==> src/rtl/mem_access_stage.sv <==
// MEM-stage load/store unit: req/ack data-memory port, store lane steering, load extension, timeout.
// Optional misaligned-access trap enabled by defining MISALIGN_TRAP_EN.
module mem_access_stage #(
    parameter int unsigned TIMEOUT_CYC = 64
) (
    input  logic        clk,
    input  logic        rst_n,
    input  logic        MemReadM,
    input  logic        MemWriteM,
    input  logic [2:0]  funct3M,
    input  logic [31:0] ALUResultM,
    input  logic [31:0] WriteDataM,
    output logic        dmem_req,
    output logic        dmem_we,
    output logic [31:0] dmem_addr,
    output logic [31:0] dmem_wdata,
    output logic [3:0]  dmem_be,
    input  logic        dmem_ack,
    input  logic [31:0] dmem_rdata,
    output logic [31:0] ReadDataM,
    output logic        StallM,
    output logic        BusErrM,
    output logic        MisalignM
);
    localparam int unsigned CNT_W = (TIMEOUT_CYC > 1) ? $clog2(TIMEOUT_CYC) : 1;

    typedef enum logic [1:0] {IDLE, BUSY, DONE} state_t;

    state_t           state;
    logic [CNT_W-1:0] cnt;
    logic [1:0]       lane_q;
    logic [2:0]       f3_q;

    logic        mem_op_c;
    logic        misalign_c;
    logic        timeout_c;
    logic [31:0] wdata_c;
    logic [3:0]  be_c;
    logic [31:0] ext_c;
    logic [7:0]  byte_c;
    logic [15:0] half_c;

    assign mem_op_c  = MemReadM | MemWriteM;
    assign StallM    = ((state == IDLE) && mem_op_c) || (state == BUSY);
    assign timeout_c = (TIMEOUT_CYC != 0) && (cnt == CNT_W'(TIMEOUT_CYC - 1));

`ifdef MISALIGN_TRAP_EN
    // Halves need a[0]=0, words (and illegal widths treated as words) need a[1:0]=0
    always_comb begin
        case (funct3M[1:0])
            2'b00:   misalign_c = 1'b0;
            2'b01:   misalign_c = ALUResultM[0];
            default: misalign_c = (ALUResultM[1:0] != 2'b00);
        endcase
    end
`else
    assign misalign_c = 1'b0;
`endif

    // Store lane replication and byte enables; loads always read the full word
    always_comb begin
        case (funct3M[1:0])
            2'b00: begin
                wdata_c = {4{WriteDataM[7:0]}};
                be_c    = 4'b0001 << ALUResultM[1:0];
            end
            2'b01: begin
                wdata_c = {2{WriteDataM[15:0]}};
                be_c    = ALUResultM[1] ? 4'b1100 : 4'b0011;
            end
            default: begin
                wdata_c = WriteDataM;
                be_c    = 4'b1111;
            end
        endcase
        if (!MemWriteM) be_c = 4'b1111;
    end

    // Load lane select and sign/zero extension from the registered offset and width
    always_comb begin
        case (lane_q)
            2'd0:    byte_c = dmem_rdata[7:0];
            2'd1:    byte_c = dmem_rdata[15:8];
            2'd2:    byte_c = dmem_rdata[23:16];
            default: byte_c = dmem_rdata[31:24];
        endcase
        half_c = lane_q[1] ? dmem_rdata[31:16] : dmem_rdata[15:0];
        case (f3_q)
            3'b000:  ext_c = {{24{byte_c[7]}}, byte_c};
            3'b001:  ext_c = {{16{half_c[15]}}, half_c};
            3'b100:  ext_c = {24'h0, byte_c};
            3'b101:  ext_c = {16'h0, half_c};
            default: ext_c = dmem_rdata;
        endcase
    end

    always_ff @(posedge clk or negedge rst_n) begin
        if (!rst_n) begin
            state      <= IDLE;
            cnt        <= '0;
            lane_q     <= 2'b00;
            f3_q       <= 3'b000;
            dmem_req   <= 1'b0;
            dmem_we    <= 1'b0;
            dmem_addr  <= 32'h0;
            dmem_wdata <= 32'h0;
            dmem_be    <= 4'h0;
            ReadDataM  <= 32'h0;
            BusErrM    <= 1'b0;
            MisalignM  <= 1'b0;
        end else begin
            BusErrM   <= 1'b0;
            MisalignM <= 1'b0;
            case (state)
                IDLE: begin
                    if (mem_op_c) begin
                        if (misalign_c) begin
                            ReadDataM <= 32'h0;
                            MisalignM <= 1'b1;
                            state     <= DONE;
                        end else begin
                            dmem_req   <= 1'b1;
                            dmem_we    <= MemWriteM;
                            dmem_addr  <= {ALUResultM[31:2], 2'b00};
                            dmem_wdata <= wdata_c;
                            dmem_be    <= be_c;
                            lane_q     <= ALUResultM[1:0];
                            f3_q       <= funct3M;
                            cnt        <= '0;
                            state      <= BUSY;
                        end
                    end
                end
                BUSY: begin
                    // An ack on the final allowed cycle still completes normally
                    if (dmem_ack) begin
                        dmem_req  <= 1'b0;
                        ReadDataM <= dmem_we ? 32'h0 : ext_c;
                        state     <= DONE;
                    end else if (timeout_c) begin
                        dmem_req  <= 1'b0;
                        ReadDataM <= 32'h0;
                        BusErrM   <= 1'b1;
                        state     <= DONE;
                    end else begin
                        cnt <= cnt + CNT_W'(1);
                    end
                end
                DONE:    state <= IDLE;
                default: state <= IDLE;
            endcase
        end
    end
endmodule

==> config.mk <==
export PLATFORM = sky130hd
export DESIGN_NAME = mem_access_stage
export DESIGN_NICKNAME = d
export VERILOG_FILES = /design/src/rtl/mem_access_stage.sv
export SDC_FILE = /design/constraint.sdc
export NUM_CORES = 1
export LEC_CHECK = 0
export CAP_MARGIN = 20
export CORE_MARGIN = 1
export CORE_UTILIZATION = 33
export DETAILED_ROUTE_END_ITERATION = 8
export PLACE_DENSITY = 0.73
export RECOVER_POWER = 25
export SYNTH_ARGS = -nofsm -noshare
export SYNTH_HDL_FRONTEND = slang
export SYNTH_SLANG_ARGS = --single-unit
==> constraint.sdc <==
create_clock -name clk -period 5.15 [get_ports clk]
set_input_delay 1.545 -clock clk [delete_from_list [all_inputs] [get_ports clk]]
set_output_delay 1.545 -clock clk [all_outputs]
set_load 0.03 [all_outputs]
======== Word-level counts from Yosys, hierarchy flattened ========
Index checks and enable logic that the tools add are counted.
storage, ports and cells
  register bits ........................... 114
  input bits .............................. 104
  word-level logic and storage cells ...... 64
  output and inout port bits .............. 105
cells by class
  muxes and demuxes ....................... 25
  add/subtract/negate cells ............... 1
  reduce and logical (&&, ||, !) cells .... 13
  shifts and indexed selects .............. 1
  bitwise logic cells ..................... 1
  eq/ne operators ......................... 12
operators by type and width
  cell                 number
  $pmux 32 s4          1
  $mux 32              3
  $pmux 32 s2          1
  $pmux 8 s3           1
  $mux 6               3
  $mux 16              1
  $pmux 6 s2           1
  $mux 4               2
  $pmux 4 s2           1
  $add 6x1->6 const B  1
  $eq 2x1->1 const B   3
  $eq 3x3->1 const B   2
  $eq 6x6->1 const B   1
  $logic_not 2->1      3
  $mux 1               6
  $mux 2               3
  $ne 2x2->1 const B   3
  $reduce_and 2->1     3
  $pmux 2 s2           1
  $reduce_and 4->1     1
  $reduce_bool 2->1    2
  $shl 1x2->4 const A  1
  $eq 3x1->1 const B   1
  $logic_not 3->1      1
  other kinds (7)      7

======== Longest topological paths before layout ========
Gate-level depths: netlist of run 1.
  depth after elaboration ................. 5
  mapped depth ............................ 7
  mapped depth without buffers ............ 5

======== Worst setup path before layout of run 1 ========
OpenSTA, ideal clock, no wires.
  path type ............................... input -> output
  from .................................... in MemWriteM
  to ...................................... out StallM
  arrival ................................. 2.093 ns
  path slack .............................. 1.512 ns
  stages .................................. 2
  required time ........................... 3.605 ns
  path buffers ............................ 0
  path through ............................ nor2_1 > a21oi_1
on the way
  longest elaborated chain between the ends .. 3
RTL lines
  element            RTL line  source
  from (decl)        9         input logic MemWriteM,
  $or 1x1->1         43        assign mem_op_c = MemReadM | MemWriteM;
  $logic_and 1x1->1  44        assign StallM = ((state == IDLE) && mem_op_c) || (state == BUSY);
  $logic_or 1x1->1   44
  to (decl)          21        output logic StallM,
Every way passes these cells.

======== Worst setup path in the final report of run 1 ========
Ends and elaborated chain as after synthesis.

==> reports/results.tsv, run 1 <==
stage	metric	value	unit
logic_synthesis	ys_warn_count	0	
logic_synthesis	ys_seq_area_share	54.1	%
global_routing	grt_antenna_before_repair	1	
worst_setup_path	crit_required	3.61	ns
floorplanning	ioPinCount	209	
sta	min_period_over_period	87.3	%
placement	finalWeightedCongestion	0.785	
sta	relSlewSlack	-23.1	%
clock_network	worstSkewPairLatency	0.41	ns
clock_network	cts_tree	done	
placement	io_buffer_count	205	
sta	setup_slack	0.651	ns
logic_synthesis	post_synth_num_cell_types	48	
clock_network	cts.sinks	114	
layout	regArea	2850	um2
status	violations	max-capacitance violations, max-slew violations	
power_and_ir_drop	leakagePower	3.57	nW
global_routing	grt_pass1_wl	24400	um
layout	drive_above_1_share	6.75	%
floorplanning	start_util	34.3	%
global_routing	grt_usage	19.3	%
power_and_ir_drop	p_total	5.51	mW
logic_synthesis	yosys.area_share.simple	18.5	%
worst_setup_path	critPathKind	input pin to output pin	
floorplanning	die_width	128	um
layout	antenna-diode-count	0	
min_path	hp-class	register to register	
logic_synthesis	synth_edf_count	0	
logic_synthesis	synthXorXnorAreaFrac	0	%
clock_network	clk_pin_slew_worst_paths	0.05	ns
worst_setup_path	crit_path_end_kind	output pin	
clock_network	htree_levels	4	
drt	vias_per_cell	4.86	
placement	hpwl	10400	um
power_and_ir_drop	peakVddDrop	353	uV
clock_network	post_cts_resized	0	
logic_synthesis	yosys.area_share.adder	0.237	%
logic_synthesis	synthFlopType	dfrtp_1	
floorplanning	die_area	16500	um2
status	status	finished, violations left	
logic_synthesis	async_flop_share	100	%
floorplanning	rows	45	
logic_synthesis	synth_cells	548	
clock_network	cts_buffer_depth	2	
drt	routed_wl	15000	um
run	maxCapViolCount	1	
drt	dr_total_vias	4695	
global_routing	grt_overflow	0	
sta	setup_viol_count_final	0	
clock_network	cts_hold_buf	0	
sta	tns	0	ns
layout	layout-area-overhead-vs-synth	53.5	%
layout	multiInputGateArea	2200	um2
logic_synthesis	avgSynthCellArea	9.62	um2
drt	drtIter0Drc	221	
sta	rsz0062_at_grt	no	
clock_network	root_buffer	clkbuf_16	
logic_synthesis	ys_ff_latch	114	
placement	dp_cells	934	
global_routing	grt_max_degree	98	
drt	avgRoutedWirePerCell	15.5	um
clock_network	postCtsSetupBuffers	0	
floorplanning	die_h	128	um
sta	max_freq	222	MHz
sta	tightest_slew	1.85	ns
drt	drcViolationCount	0	
drt	firstDrtPassIters	4	
logic_synthesis	synth_compound_area_share	15.9	%
global_routing	grt_pass1_vias	4669	
layout	nets	847	
logic_synthesis	netlist_area	5270	um2
power_and_ir_drop	p_per_area	680	nW/um2
sta	hold_viol	0	
placement	pre_cts_ws	0.653	ns
drt	ant_nets	0	
sta	slew_violations	74	
layout	fill_cells	1393	
logic_synthesis	synth_top_family_by_area	simple AND/OR/NAND/NOR gates	
worst_setup_path	start_kind	input pin	
layout	fin_cells	966	
worst_setup_path	worstPathArrival	2.95	ns
sta	min_period	4.50	ns
floorplanning	core	15400	um2
worst_setup_path	path_max_fanout	3	
clock_network	cts_made_buffers	17	
logic_synthesis	synth_mux_area_share	6.72	%
sta	finClkSkew	0.00828	ns
==> cell type report <==
class	count	area share (%)
clock buffer	18	5.43
clock inverter	14	2.61
inverter	7	0.325
multi-input combinational	389	27.2
sequential	114	35.3
tap	211	3.26
timing repair buffer	213	25.9
==> power by group <==
part	switching [mW]	total, mW	leakage, nW	internal (mW)
registers	0.322	1.63	1.42	1.31
clock network	0.418	1.29	0.316	0.868
logic	1.51	2.59	1.82	1.08
==> flip-flops by register name, indices dropped and copies added (netlist names) <==
| signal | flops |
|---|---|
| dmem_we | 1 |
| cnt | 6 |
| dmem_req | 1 |
| dmem_be | 4 |
| dmem_wdata | 32 |
| BusErrM | 1 |
| dmem_addr | 30 |
| state | 2 |
| ReadDataM | 32 |
| lane_q | 2 |
| f3_q | 3 |
==> layer usage <==
metal / wire, um / global-route usage, %
met1: 6300 / 23.1
met4: 177 / 6.16
met3: 1470 / 8.07
met5: 13 / 0
met2: 7050 / 31.4
==> critical path, stage by stage <==
cell and delay [ns]:
clkdlybuf4s50_1 0.50, nor2_1 0.08, a21oi_1 0.15, clkdlybuf4s50_1 0.68
==> stage by stage <==
step	hold slack, ns	cell area (um2)	util [%]
global placement	0.457	7450	48.5
finish	0.471	8090	52.6
CTS	0.475	8100	52.7
global route	0.484	8090	52.6
detailed placement	0.461	7450	48.5
floorplan	0.475	5280	-
==> cell usage after synthesis (2+ instances only) <==
master	instances	area, um2
a21oi_1	27	135
a221o_1	18	180
a22o_1	7	61.3
a31oi_1	2	12.5
buf_1	4	15.0
buf_2	9	45.0
buf_4	4	30.0
buf_6	4	45.0
clkbuf_1	19	71.3
dfrtp_1	114	2850
inv_1	6	22.5
mux2i_1	32	320
nand2_1	173	649
nand2b_1	2	12.5
nand3_1	6	30.0
nand4b_1	2	17.5
nor2_1	15	56.3
nor2b_1	10	62.6
nor3_1	5	25.0
o211ai_1	2	15.0
o21a_1	4	30.0
o21ai_0	36	180
o21ai_1	6	30.0
o221ai_1	2	17.5
o22ai_1	7	43.8
o31ai_1	4	30.0
or3_1	7	43.8
==> final timing paths <==
kind | start | end | depth (start not counted) | slack (ns)
max in group asynchronous | rst_n | dmem_wdata[11]$_DFFE_PN0P_ | 2 | 1.66
worst max-delay path | MemWriteM | StallM | 4 | 0.65
worst max register to register | lane_q[1]$_DFFE_PN0P_ | ReadDataM[10]$_DFFE_PN0P_ | 4 | 2.81
min in group asynchronous | rst_n | ReadDataM[18]$_DFFE_PN0P_ | 1 | 1.65
worst min register to register | dmem_wdata[0]$_DFFE_PN0P_ | dmem_wdata[0]$_DFFE_PN0P_ | 2 | 0.47
worst min-delay path | dmem_wdata[0]$_DFFE_PN0P_ | dmem_wdata[0]$_DFFE_PN0P_ | 2 | 0.47
==> placed cells by master, fill, tap and decap left out, types with 3 or more instances in the layout <==
cell             instances
clkdlybuf4s50_1        204
nand2_1                173
dfrtp_1                114
o21ai_0                 36
mux2i_1                 32
a21oi_1                 27
a221o_1                 18
clkbuf_16               17
nor2_1                  15
nor2b_1                 10
o22ai_1                  7
a22o_1                   7
nand3_1                  6
inv_1                    6
or3_1                    6
o21ai_1                  6
buf_4                    6
bufinv_16                5
nor3_1                   4
o31ai_1                  4
o21a_1                   4
clkinv_2                 4
conb_1                   3
clkinv_4                 3
==> cells by family (layout without fill, tap and decap cells) <==
group                    after synthesis  after routing
AND/OR/NAND/NOR                      228            228
AO/OA/AOI/OAI                        123            123
flip-flops                           114            114
buffers and inverters                 47            252
multiplexers                          34             34
adder cells (fa/ha/maj)                1              1
other                                  1              3
No activity file was read; power rests on OpenSTA's default activity.
==> run 2: changes to the inputs <==
==> constraint.sdc (replaced) <==
create_clock -name clk -period 5.3 [get_ports clk]
set_input_delay 0.795 -clock clk [delete_from_list [all_inputs] [get_ports clk]]
set_output_delay 0.795 -clock clk [all_outputs]
set_load 0.03 [all_outputs]
==> run 2 against run 1 <==
The run still ends with max-capacitance violations, max-slew violations left. Clock power down 15%. Non-clock buffer count fell by 3. Highest routed layer unchanged. Critical endpoint is now dmem_wdata[7]$_DFFE_PN0P_. Flip-flop and latch count is the same.
==> reports/results.tsv, run 2 (synthesis results as in run 1) <==
stage	metric	value	unit
layout	antenna-diode-count	0	
layout	regArea	2850	um2
global_routing	grt.busiest_layer	met2	
clock_network	root_buffer	clkbuf_16	
global_routing	grt_overflow	0	
worst_setup_path	path_cells	buf_4 -> clkbuf_1	
sta	tns	0	ns
drt	routed_wl	14900	um
global_routing	grt_antenna_before_repair	1	
clock_network	cts_hold_buf	0	
min_path	hp-class	register to register	
power_and_ir_drop	peakVddDrop	333	uV
floorplanning	rows	45	
sta	min_period_over_period	58.5	%
drt	vias_per_cell	4.82	
floorplanning	die_h	128	um
drt	dr_total_vias	4630	
worst_setup_path	cpPeakStageDelay	1.62	ns
clock_network	cts_made_buffers	17	
floorplanning	ioPinCount	209	
global_routing	grt_pass1_wl	24300	um
power_and_ir_drop	combPwrFrac	48.3	%
placement	io_buffer_count	205	
sta	tightest_slew	2.18	ns
clock_network	cts_tree	done	
global_routing	grt_usage	19.2	%
global_routing	grt_util_met1	24.1	%
sta	max_freq	322	MHz
min_path	min_path_cells	2	
sta	setup_slack	2.20	ns
layout	final_cell_mix	203 x clkdlybuf4s50_1, 173 x nand2_1, 114 x dfrtp_1	
global_routing	grt_util_met2	30.5	%
power_and_ir_drop	clkPwrFrac	21.2	%
status	status	finished, violations left	
sta	finClkSkew	0.00583	ns
clock_network	postCtsSetupBuffers	0	
power_and_ir_drop	p_switching	2.15	mW
layout	multiInputGateArea	2200	um2
power_and_ir_drop	p_int	3.03	mW
run	maxCapViolCount	1	
worst_setup_path	rr_worst_depth	5	
floorplanning	die_area	16500	um2
status	violations	max-capacitance violations, max-slew violations	
power_and_ir_drop	leakagePower	3.52	nW
sta	min_period	3.10	ns
worst_setup_path	path_max_fanout	74	
worst_setup_path	critPathKind	input pin to asynchronous set/reset pin	
worst_setup_path	r2r-end	ReadDataM[30]$_DFFE_PN0P_	
drt	ant_nets	0	
worst_setup_path	start_kind	input pin	
placement	pre_cts_ws	2.29	ns
worst_setup_path	worstPathArrival	3.17	ns
clock_network	post_cts_resized	0	
worst_setup_path	cp_top_family	buffers and inverters	
layout	reg.largest.list	ReadDataM x32, dmem_wdata x32, dmem_addr x30	
layout	fin_cells	961	
placement	dp_cells	931	
clock_network	worstSkewPairLatency	0.41	ns
global_routing	grt_pass1_vias	4596	
min_path	min_from	dmem_addr[13]$_DFFE_PN0P_	
drt	firstDrtPassIters	4	
min_path	min_to	dmem_addr[13]$_DFFE_PN0P_	
worst_setup_path	worstReg2RegStart	cnt[0]$_DFFE_PN0P_	
worst_setup_path	crit_buf_inv	2	
sta	hold_viol	0	
placement	hpwl	10400	um
sta	relSlewSlack	-45.3	%
layout	drive_above_1_share	5.60	%
clock_network	clk_pin_slew_worst_paths	0.05	ns
power_and_ir_drop	power_frac_seq	30.5	%
worst_setup_path	ff2ff_setup_slack	2.90	ns
layout	final_common_cell	clkdlybuf4s50_1	
clock_network	cts_buffer_depth	2	
drt	avgRoutedWirePerCell	15.5	um
power_and_ir_drop	p_per_area	650	nW/um2
global_routing	use_met3	7.03	%
sta	setup_viol_count_final	0	
drt	drcViolationCount	0	
layout	fill_cells	1423	
floorplanning	start_util	34.3	%
worst_setup_path	cp_slowest_cell	clkbuf_1	
sta	slew_violations	42	
placement	finalWeightedCongestion	0.763	
sta	rsz0062_at_grt	no	
floorplanning	core	15400	um2
clock_network	htree_levels	4	
floorplanning	die_width	128	um
drt	drtIter0Drc	229	
worst_setup_path	crit_required	5.37	ns
power_and_ir_drop	swShare	41.5	%
clock_network	cts.sinks	114	
global_routing	grt_max_degree	75	
layout	nets	844	
layout	layout-area-overhead-vs-synth	51.5	%
worst_setup_path	crit_path_end_kind	asynchronous set/reset pin	
-- run 2: cell count changes in the layout (fill, tap and decap cells not counted), sizes merged --
| cell | before | now |
|---|---|---|
| buf | 6 | 4 |
| clkbuf | 21 | 26 |
| dlygate4sd3 | 0 | 1 |
| clkinvlp | 2 | 0 |
| bufinv | 5 | 2 |
| clkinv | 7 | 4 |
| clkdlybuf4s50 | 204 | 203 |
-- run 2: worst max path at each step --
stage	slack, ns	from	cells after the start	end
after floorplan	3.16	MemWriteM	2	StallM
after global placement	2.32	MemWriteM	4	StallM
after detailed placement	2.29	MemWriteM	5	dmem_wdata[21]$_DFFE_PN0P_
after CTS	2.30	MemWriteM	4	StallM
after global routing	1.58	rst_n	2	dmem_addr[17]$_DFFE_PN0P_
final	2.20	rst_n	2	dmem_wdata[7]$_DFFE_PN0P_
-- run 2: final cells by class --
class | instances | area share, %
inverters | 7 | 0.329
clock buffers | 24 | 6.03
well taps | 211 | 3.31
flip-flops and latches | 114 | 35.7
repair buffers | 210 | 26.0
clock inverters | 6 | 1.00
multi-input cells | 389 | 27.6
-- run 2: layer usage --
layer | share of wire [%] | vias to the layer above
li1 | - | 2266
met1 | 43 | 2176
met2 | 47 | 166
met3 | 8.6 | 20
met4 | 1.4 | 2
met5 | 0.087 | -
-- run 2: stage by stage --
| step | cell area, um2 | total power, mW | hold slack, ns | utilization, % |
|---|---|---|---|---|
| global route | 7980 | 5.52 | 0.497 | 51.9 |
| floorplan | 5280 | 3.08 | 0.475 | - |
| CTS | 7990 | 5.25 | 0.475 | 52.0 |
| finish | 7980 | 5.19 | 0.471 | 51.9 |
| global placement | 7430 | 4.09 | 0.458 | 48.3 |
| detailed placement | 7430 | 4.12 | 0.462 | 48.3 |
-- run 2: power by group through the flow --
stage	Sequential (mW)	Clock [mW]	Combinational, mW
6_report	1.58	1.10	2.50
3_3_place_gp	1.58	0	2.51
2_1_floorplan	2.21	0	0.863
5_1_grt	1.64	1.16	2.71
3_5_place_dp	1.59	0	2.53
4_1_cts	1.59	1.12	2.54
